===== src/rtl/mix_columns_iter.sv =====
// mix_columns_iter: column-iterative AES/Rijndael MixColumns / InvMixColumns engine.
// A captured state of NB columns is processed CPC columns per cycle. The result is
// held on out_data under a valid/ready handshake until the downstream stage takes it.
module mix_columns_iter #(
  parameter int NB  = 4,
  parameter int CPC = 1
) (
  input  logic            clk,
  input  logic            rst,
  input  logic            in_valid,
  output logic            in_ready,
  input  logic [32*NB-1:0] in_data,
  input  logic            in_inv,
  output logic            out_valid,
  input  logic            out_ready,
  output logic [32*NB-1:0] out_data,
  output logic            busy
);

  localparam int K  = NB / CPC;
  localparam int GW = (K > 1) ? $clog2(K) : 1;

  // Only Rijndael block sizes are meaningful, and groups must tile the state exactly
  generate
    if (!(NB == 4 || NB == 6 || NB == 8) || (NB % CPC) != 0) begin : g_bad_params
      $error("mix_columns_iter: NB must be 4, 6 or 8 and CPC must divide NB");
    end
  endgenerate

  typedef enum logic [1:0] {IDLE, RUN, DONE} state_t;

  state_t             state;
  logic [GW-1:0]      g;
  logic               inv_q;
  logic [32*NB-1:0]   work_q;
  logic [32*NB-1:0]   result_q;
  logic [32*CPC-1:0]  grp_res;

  // Multiply by x in GF(2^8), reducing by 0x11B
  function automatic logic [7:0] xtime(input logic [7:0] b);
    return {b[6:0], 1'b0} ^ (b[7] ? 8'h1b : 8'h00);
  endfunction

  // One column through the forward or inverse matrix, built from shared xtime chains
  function automatic logic [31:0] mix_col(input logic [31:0] col, input logic inv);
    logic [7:0] a  [4];
    logic [7:0] x2 [4];
    logic [7:0] x4 [4];
    logic [7:0] x8 [4];
    logic [7:0] m3 [4];
    logic [7:0] m9 [4];
    logic [7:0] mb [4];
    logic [7:0] md [4];
    logic [7:0] me [4];
    logic [31:0] r;
    for (int k = 0; k < 4; k++) begin
      a[k]  = col[31-8*k -: 8];
      x2[k] = xtime(a[k]);
      x4[k] = xtime(x2[k]);
      x8[k] = xtime(x4[k]);
      m3[k] = x2[k] ^ a[k];
      m9[k] = x8[k] ^ a[k];
      mb[k] = x8[k] ^ x2[k] ^ a[k];
      md[k] = x8[k] ^ x4[k] ^ a[k];
      me[k] = x8[k] ^ x4[k] ^ x2[k];
    end
    if (!inv) begin
      r = {x2[0] ^ m3[1] ^ a[2]  ^ a[3],
           a[0]  ^ x2[1] ^ m3[2] ^ a[3],
           a[0]  ^ a[1]  ^ x2[2] ^ m3[3],
           m3[0] ^ a[1]  ^ a[2]  ^ x2[3]};
    end else begin
      r = {me[0] ^ mb[1] ^ md[2] ^ m9[3],
           m9[0] ^ me[1] ^ mb[2] ^ md[3],
           md[0] ^ m9[1] ^ me[2] ^ mb[3],
           mb[0] ^ md[1] ^ m9[2] ^ me[3]};
    end
    return r;
  endfunction

  // Columns of the current group, selected from the work register by the group counter
  always_comb begin
    grp_res = '0;
    for (int j = 0; j < CPC; j++) begin
      grp_res[32*CPC-1-32*j -: 32] =
        mix_col(work_q[32*NB-1-32*(int'(g)*CPC+j) -: 32], inv_q);
    end
  end

  // Control FSM with registered handshake flags; also owns the work and result registers
  always_ff @(posedge clk or posedge rst) begin
    if (rst) begin
      state     <= IDLE;
      g         <= '0;
      inv_q     <= 1'b0;
      work_q    <= '0;
      result_q  <= '0;
      in_ready  <= 1'b1;
      out_valid <= 1'b0;
      busy      <= 1'b0;
    end else begin
      case (state)
        IDLE: begin
          if (in_valid && in_ready) begin
            work_q   <= in_data;
            inv_q    <= in_inv;
            g        <= '0;
            state    <= RUN;
            in_ready <= 1'b0;
            busy     <= 1'b1;
          end
        end
        RUN: begin
          for (int j = 0; j < CPC; j++) begin
            result_q[32*NB-1-32*(int'(g)*CPC+j) -: 32] <= grp_res[32*CPC-1-32*j -: 32];
          end
          if (g == GW'(K-1)) begin
            state     <= DONE;
            out_valid <= 1'b1;
          end else begin
            g <= g + 1'b1;
          end
        end
        DONE: begin
          if (out_ready) begin
            state     <= IDLE;
            out_valid <= 1'b0;
            in_ready  <= 1'b1;
            busy      <= 1'b0;
          end
        end
        default: begin
          state     <= IDLE;
          in_ready  <= 1'b1;
          out_valid <= 1'b0;
          busy      <= 1'b0;
        end
      endcase
    end
  end

  assign out_data = result_q;

endmodule


===== config.mk =====
export PLATFORM = sky130hd
export DESIGN_NAME = mix_columns_iter
export DESIGN_NICKNAME = d
export VERILOG_FILES = /design/src/rtl/mix_columns_iter.sv
export SDC_FILE = /design/constraint.sdc
export NUM_CORES = 1
export LEC_CHECK = 0
export ABC_AREA = 1
export CAP_MARGIN = 25
export CORE_MARGIN = 4
export CORE_UTILIZATION = 40
export DETAILED_ROUTE_END_ITERATION = 10
export SLEW_MARGIN = 20
export SYNTH_ARGS = -nofsm -noshare
export SYNTH_HDL_FRONTEND = slang
export SYNTH_SLANG_ARGS = --single-unit

===== constraint.sdc =====
create_clock -name clk -period 7.9 [get_ports clk]
set_clock_uncertainty 0.1 [all_clocks]
set_input_delay 0.79 -clock clk [delete_from_list [all_inputs] [get_ports clk]]
set_output_delay 0.79 -clock clk [all_outputs]
set_load 0.1 [all_outputs]

After elaboration in Yosys (flattened, before gate mapping)
Cells that the tools add are included.
{"block": "totals", "ff_bits": 264, "latchBits": 0, "ram_bits": 0, "mem_bits_ro": 0, "word_cells": 124, "mem_count": 0}
{"block": "classes", "addsub": 3, "multipliers": 0, "n_div": 0, "magnitude_cmp": 0, "eq_ne": 7, "shifts": 3, "n_mux": 29, "n_bitwise": 66, "reduce_logical": 8}
{"cell": "$xor 8x8->8", "n": 52}
{"cell": "$shift 32x33->159 const A", "n": 1}
{"cell": "$shiftx 159x8->32", "n": 1}
{"cell": "$shiftx 32x33->159", "n": 1}
{"cell": "$bwmux 128", "n": 1}
{"cell": "$xor 8x5->8", "n": 12}
{"cell": "$mux 5", "n": 12}
{"cell": "$neg 8->33", "n": 1}
{"cell": "$mux 32", "n": 1}
{"cell": "$reduce_and 3->1", "n": 4}
{"cell": "$mux 2", "n": 5}
{"cell": "$pmux 1 s3", "n": 3}
{"cell": "$ne 2x2->1 const B", "n": 4}
{"cell": "$sub 7x7->8 const A", "n": 1}
{"cell": "$pmux 2 s3", "n": 1}
{"cell": "$mux 1", "n": 5}
{"cell": "$eq 2x2->1 const B", "n": 2}
{"cell": "$pmux 2 s2", "n": 1}
{"cell": "$add 2x1->2 const B", "n": 1}
{"cell": "$eq 2x1->1 const B", "n": 1}
{"cell": "$logic_not 2->1", "n": 1}
{"cell": "$not 1->1", "n": 2}
{"cell": "$reduce_and 2->1", "n": 1}
{"cell": "$reduce_bool 2->1", "n": 1}
{"cell": "$logic_and 1x1->1", "n": 1}

Longest topological paths before layout
{"block": "logic_depth", "word_depth": 16, "mapped_depth": 23, "depth_no_buf": 20}

Worst setup path after synthesis
OpenSTA, ideal clock, no wires.
{"block": "synth_timing", "path_type": "input to register", "from": "input port out_ready", "to": "register inv_q", "setup_time_ns": 0.137, "t_arrival_ns": 2.249, "t_required_ns": 7.663, "slack_ns": 5.414, "stages": 7, "path_buffers": 3, "path_cell_list": "nor3_1 -> nor2_1 -> nand2_1 -> clkbuf_1 -> buf_2 -> buf_1 -> a21oi_1"}
{"item": "start: declaration", "line_no": "15", "text": "input logic out_ready,"}
{"item": "end signal: assignment", "line_no": "106", "text": "inv_q <= in_inv;"}
{"item": "end: declaration", "line_no": "34", "text": "logic inv_q;"}

Worst setup path after layout
{"block": "layout_timing", "from": "register g[0]", "to": "register result_q[101] (netlist: out_data[101])"}
{"block": "layout_via", "elab_chain_cells": 14}
{"item": "start: declaration", "line_no": "33", "text": "logic [GW-1:0] g;"}
{"item": "start signal: assignment", "line_no": "121", "text": "g <= g + 1'b1;"}
{"item": "$sub 7x7->8 (*)", "line_no": "86, 115"}
{"item": "$shiftx 159x8->32", "line_no": "86", "text": "mix_col(work_q[32*NB-1-32*(int'(g)*CPC+j) -: 32], inv_q);"}
{"item": "$xor 8x5->8 or $mux 5 (tied branches) (2 in a row)", "line_no": "41", "text": "return {b[6:0], 1'b0} ^ (b[7] ? 8'h1b : 8'h00);"}
{"item": "$mux 5 or $xor 8x5->8 (tied branches)", "line_no": "41"}
{"item": "$xor 8x5->8", "line_no": "41"}
{"item": "$xor 8x8->8 (on tied branches) (2 in a row)", "line_no": "63, 64, 65"}
{"item": "$xor 8x8->8 (on tied branches) (3 in a row)"}
{"item": "$mux 32", "line_no": "67", "text": "if (!inv) begin"}
{"item": "$shiftx 32x33->159", "line_no": "115", "text": "result_q[32*NB-1-32*(int'(g)*CPC+j) -: 32] <= grp_res[32*CPC-1-32*j -: 32];"}
{"item": "$bwmux 128 (*)", "line_no": "115"}
{"item": "end signal: indexed assignment", "line_no": "115"}
{"item": "end: declaration", "line_no": "36", "text": "logic [32*NB-1:0] result_q;"}
Every way passes the cells marked *; elsewhere a longest branch is shown, timed or not.
A chain may end at the register's enable or synchronous reset.

==> flow_metrics.tcl <==
set metrics [dict create \
    fp.dieH_um 214 \
    yosysWarnings 0 \
    postCtsSetupBuffers 0 \
    drt_iter0_markers 1388 \
    io_pins 264 \
    synth_cells 2222 \
    synth_area_um2 17000 \
    drc 0 \
    avgRoutedWirePerCell_um 20.2 \
    cap_violations 0 \
    worstSetupPathType "reg2reg" \
    ys_ff_latch 264 \
    status "completed" \
    setup_viol 0 \
    max_freq_mhz 207 \
    yosys.cell_types.count 37 \
    cp-end-kind "flip-flop" \
    numCtsBuffers 29 \
    setup_tns_ps 0 \
    via_count 16000 \
    clock_sinks 264 \
    cts-root-buf "clkbuf_16" \
    via_per_inst 5.34 \
    num-fill-cells 4049 \
    period_needed_ps 4820 \
    antenna_cells 0 \
    layout_common_cells "nand2_1, clkdlybuf4s50_1, dfrtp_1" \
    io_buffers 263 \
    synth_nets 2359 \
    multi_input_area_um2 9520 \
    synth.avg_cell_area_um2 7.64 \
    clock_path_buffers 3 \
    grt_max_degree 152 \
    final_common_cell "nand2_1" \
    register_area_um2 6610 \
    cts-hold-fix-buffers 0 \
    postRouteAntennaNets 0 \
    grt_pass1_wl_um 93300 \
    grt_overflow 0 \
    clk_pin_slew_worst_paths_ps 60 \
    grt_setup_unrepaired "no" \
    dieArea_um2 45800 \
    cp.required_ps 8250 \
    clock_latency_ps 570 \
    post_cts_resized 0 \
    globalplace.congestion 1.06 \
    grtUsageTotal_pct 25.6 \
    die_width_um 214 \
    grt_pass1_vias 15400 \
    min_period_over_period_pct 61.0 \
    maxSlewHeadroom_pct 31.5 \
    finalWirelength_um 60800 \
    layout-drive-gt1-share_pct 13.8 \
    hold_path_class "reg2reg" \
    start_util_pct 40.5 \
    cts_tree "yes" \
    hold_viol_final 0 \
    htreeDepth 1 \
    drt-pass1-iter-count 5 \
    fin_nets 2580 \
    worst_pin_slew_ps 1020 \
    crit_fanout 82 \
    antenna_found_initial 1 \
    syn_to_final_growth_pct 23.4 \
    dp_hpwl_um 45500 \
    ys_seq_area_share_pct 38.9 \
    slew_viol_final 0 \
    cp-start-kind "flip-flop" \
    fp-row-count 75 \
    core_um2 41900 \
    arrival_ps 5180 \
]
through the flow:
step / utilization [%] / hold slack (ps) / cells / cell area (µm²) / worst slack [ps]
after floorplan: - / 379 / 2222 / 17000 / 3530
after global placement: 47.5 / 363 / 2949 / 19900 / 3220
after detailed placement: 47.6 / 364 / 2951 / 20000 / 3160
after CTS: 49.9 / 381 / 3003 / 20900 / 3170
after global routing: 49.9 / 399 / 3003 / 20900 / 2750
final: 49.9 / 376 / 3003 / 20900 / 3080
synth_stat cells (all sizes together):
cell | n | area, µm²
ha | 4 | 50.1
dfstp | 1 | 26.3
a31oi | 1 | 6.26
nand3 | 222 | 1210
a21oi | 15 | 75.1
nand3b | 12 | 93.8
xnor2 | 46 | 433
nand2 | 1058 | 4250
nand4 | 92 | 576
mux2 | 118 | 1330
buf | 59 | 389
nor2 | 48 | 180
dfrtp | 263 | 6580
or2 | 20 | 125
clkbuf | 31 | 116
nor3 | 1 | 5.00
a21o | 3 | 22.5
o22ai | 2 | 12.5
o21ai | 15 | 75.1
xor2 | 116 | 1050
inv | 95 | 362
layout make-up:
| class | instances | area share (%) |
|---|---|---|
| Tap cell | 539 | 3.22 |
| Inverter | 95 | 1.74 |
| Clock buffer | 45 | 4.23 |
| Multi-Input combinational cell | 1773 | 45.5 |
| Sequential cell | 264 | 31.6 |
| Clock inverter | 7 | 0.436 |
| Timing Repair Buffer | 280 | 13.3 |
state kept, by name, summed over array words and instances (netlist names):
name / cells
out_data: 128
work_q: 128
g: 2
state: 2
busy: 1
in_ready: 1
inv_q: 1
out_valid: 1
worst paths after layout:
check | startpoint | endpoint | slack, ps | depth (start not counted)
setup / recovery | g[0]$_DFFE_PP0P_ | out_data[101]$_DFFE_PP0P_ | 3080 | 17
max in group asynchronous | rst | out_data[84]$_DFFE_PP0P_ | 5730 | 4
min in group asynchronous | rst | busy$_DFFE_PP0P_ | 700 | 3
setup reg to reg | g[0]$_DFFE_PP0P_ | out_data[101]$_DFFE_PP0P_ | 3080 | 17
hold reg to reg | out_data[119]$_DFFE_PP0P_ | out_data[119]$_DFFE_PP0P_ | 380 | 2
hold / removal | out_data[119]$_DFFE_PP0P_ | out_data[119]$_DFFE_PP0P_ | 380 | 2
metal layers:
layer | GRT usage [%] | up-vias | wire, µm | part of all wire [%]
met4 | 7.61 | 2 | 2050 | 3.4
met5 | 0 | - | 20 | 0.033
met3 | 4.35 | 119 | 4470 | 7.4
met2 | 41.2 | 685 | 27400 | 45
li1 | - | 7599 | - | -
met1 | 35.6 | 7620 | 26800 | 44
worst max-delay path, stage by stage (launching register included):
cell and delay [ps]:
dfrtp_4 730, inv_4 780, buf_4 620, nand2_1 140
nand3_1 100, nand2_1 460, nand2_1 220, nand2_2 140
inv_1 160, nand3_1 90, nand2_1 260, nand2_1 120
nand2_1 80, nand2_1 60, nand3b_1 80, nand3_1 220
nand4_1 200, nand2_1 70
kinds of logic after synthesis:
logic type | after synthesis | synth area share (%)
mux | 118 | 7.83
compound gates | 36 | 1.13
fa+ha+maj | 4 | 0.295
flops | 264 | 38.9
simple gates | 1453 | 38.0
buf+inv | 185 | 5.11
xor+xnor | 162 | 8.76
Power is not shown: default switching activity piles up to over one toggle a cycle in this logic, so the estimate is an artifact.
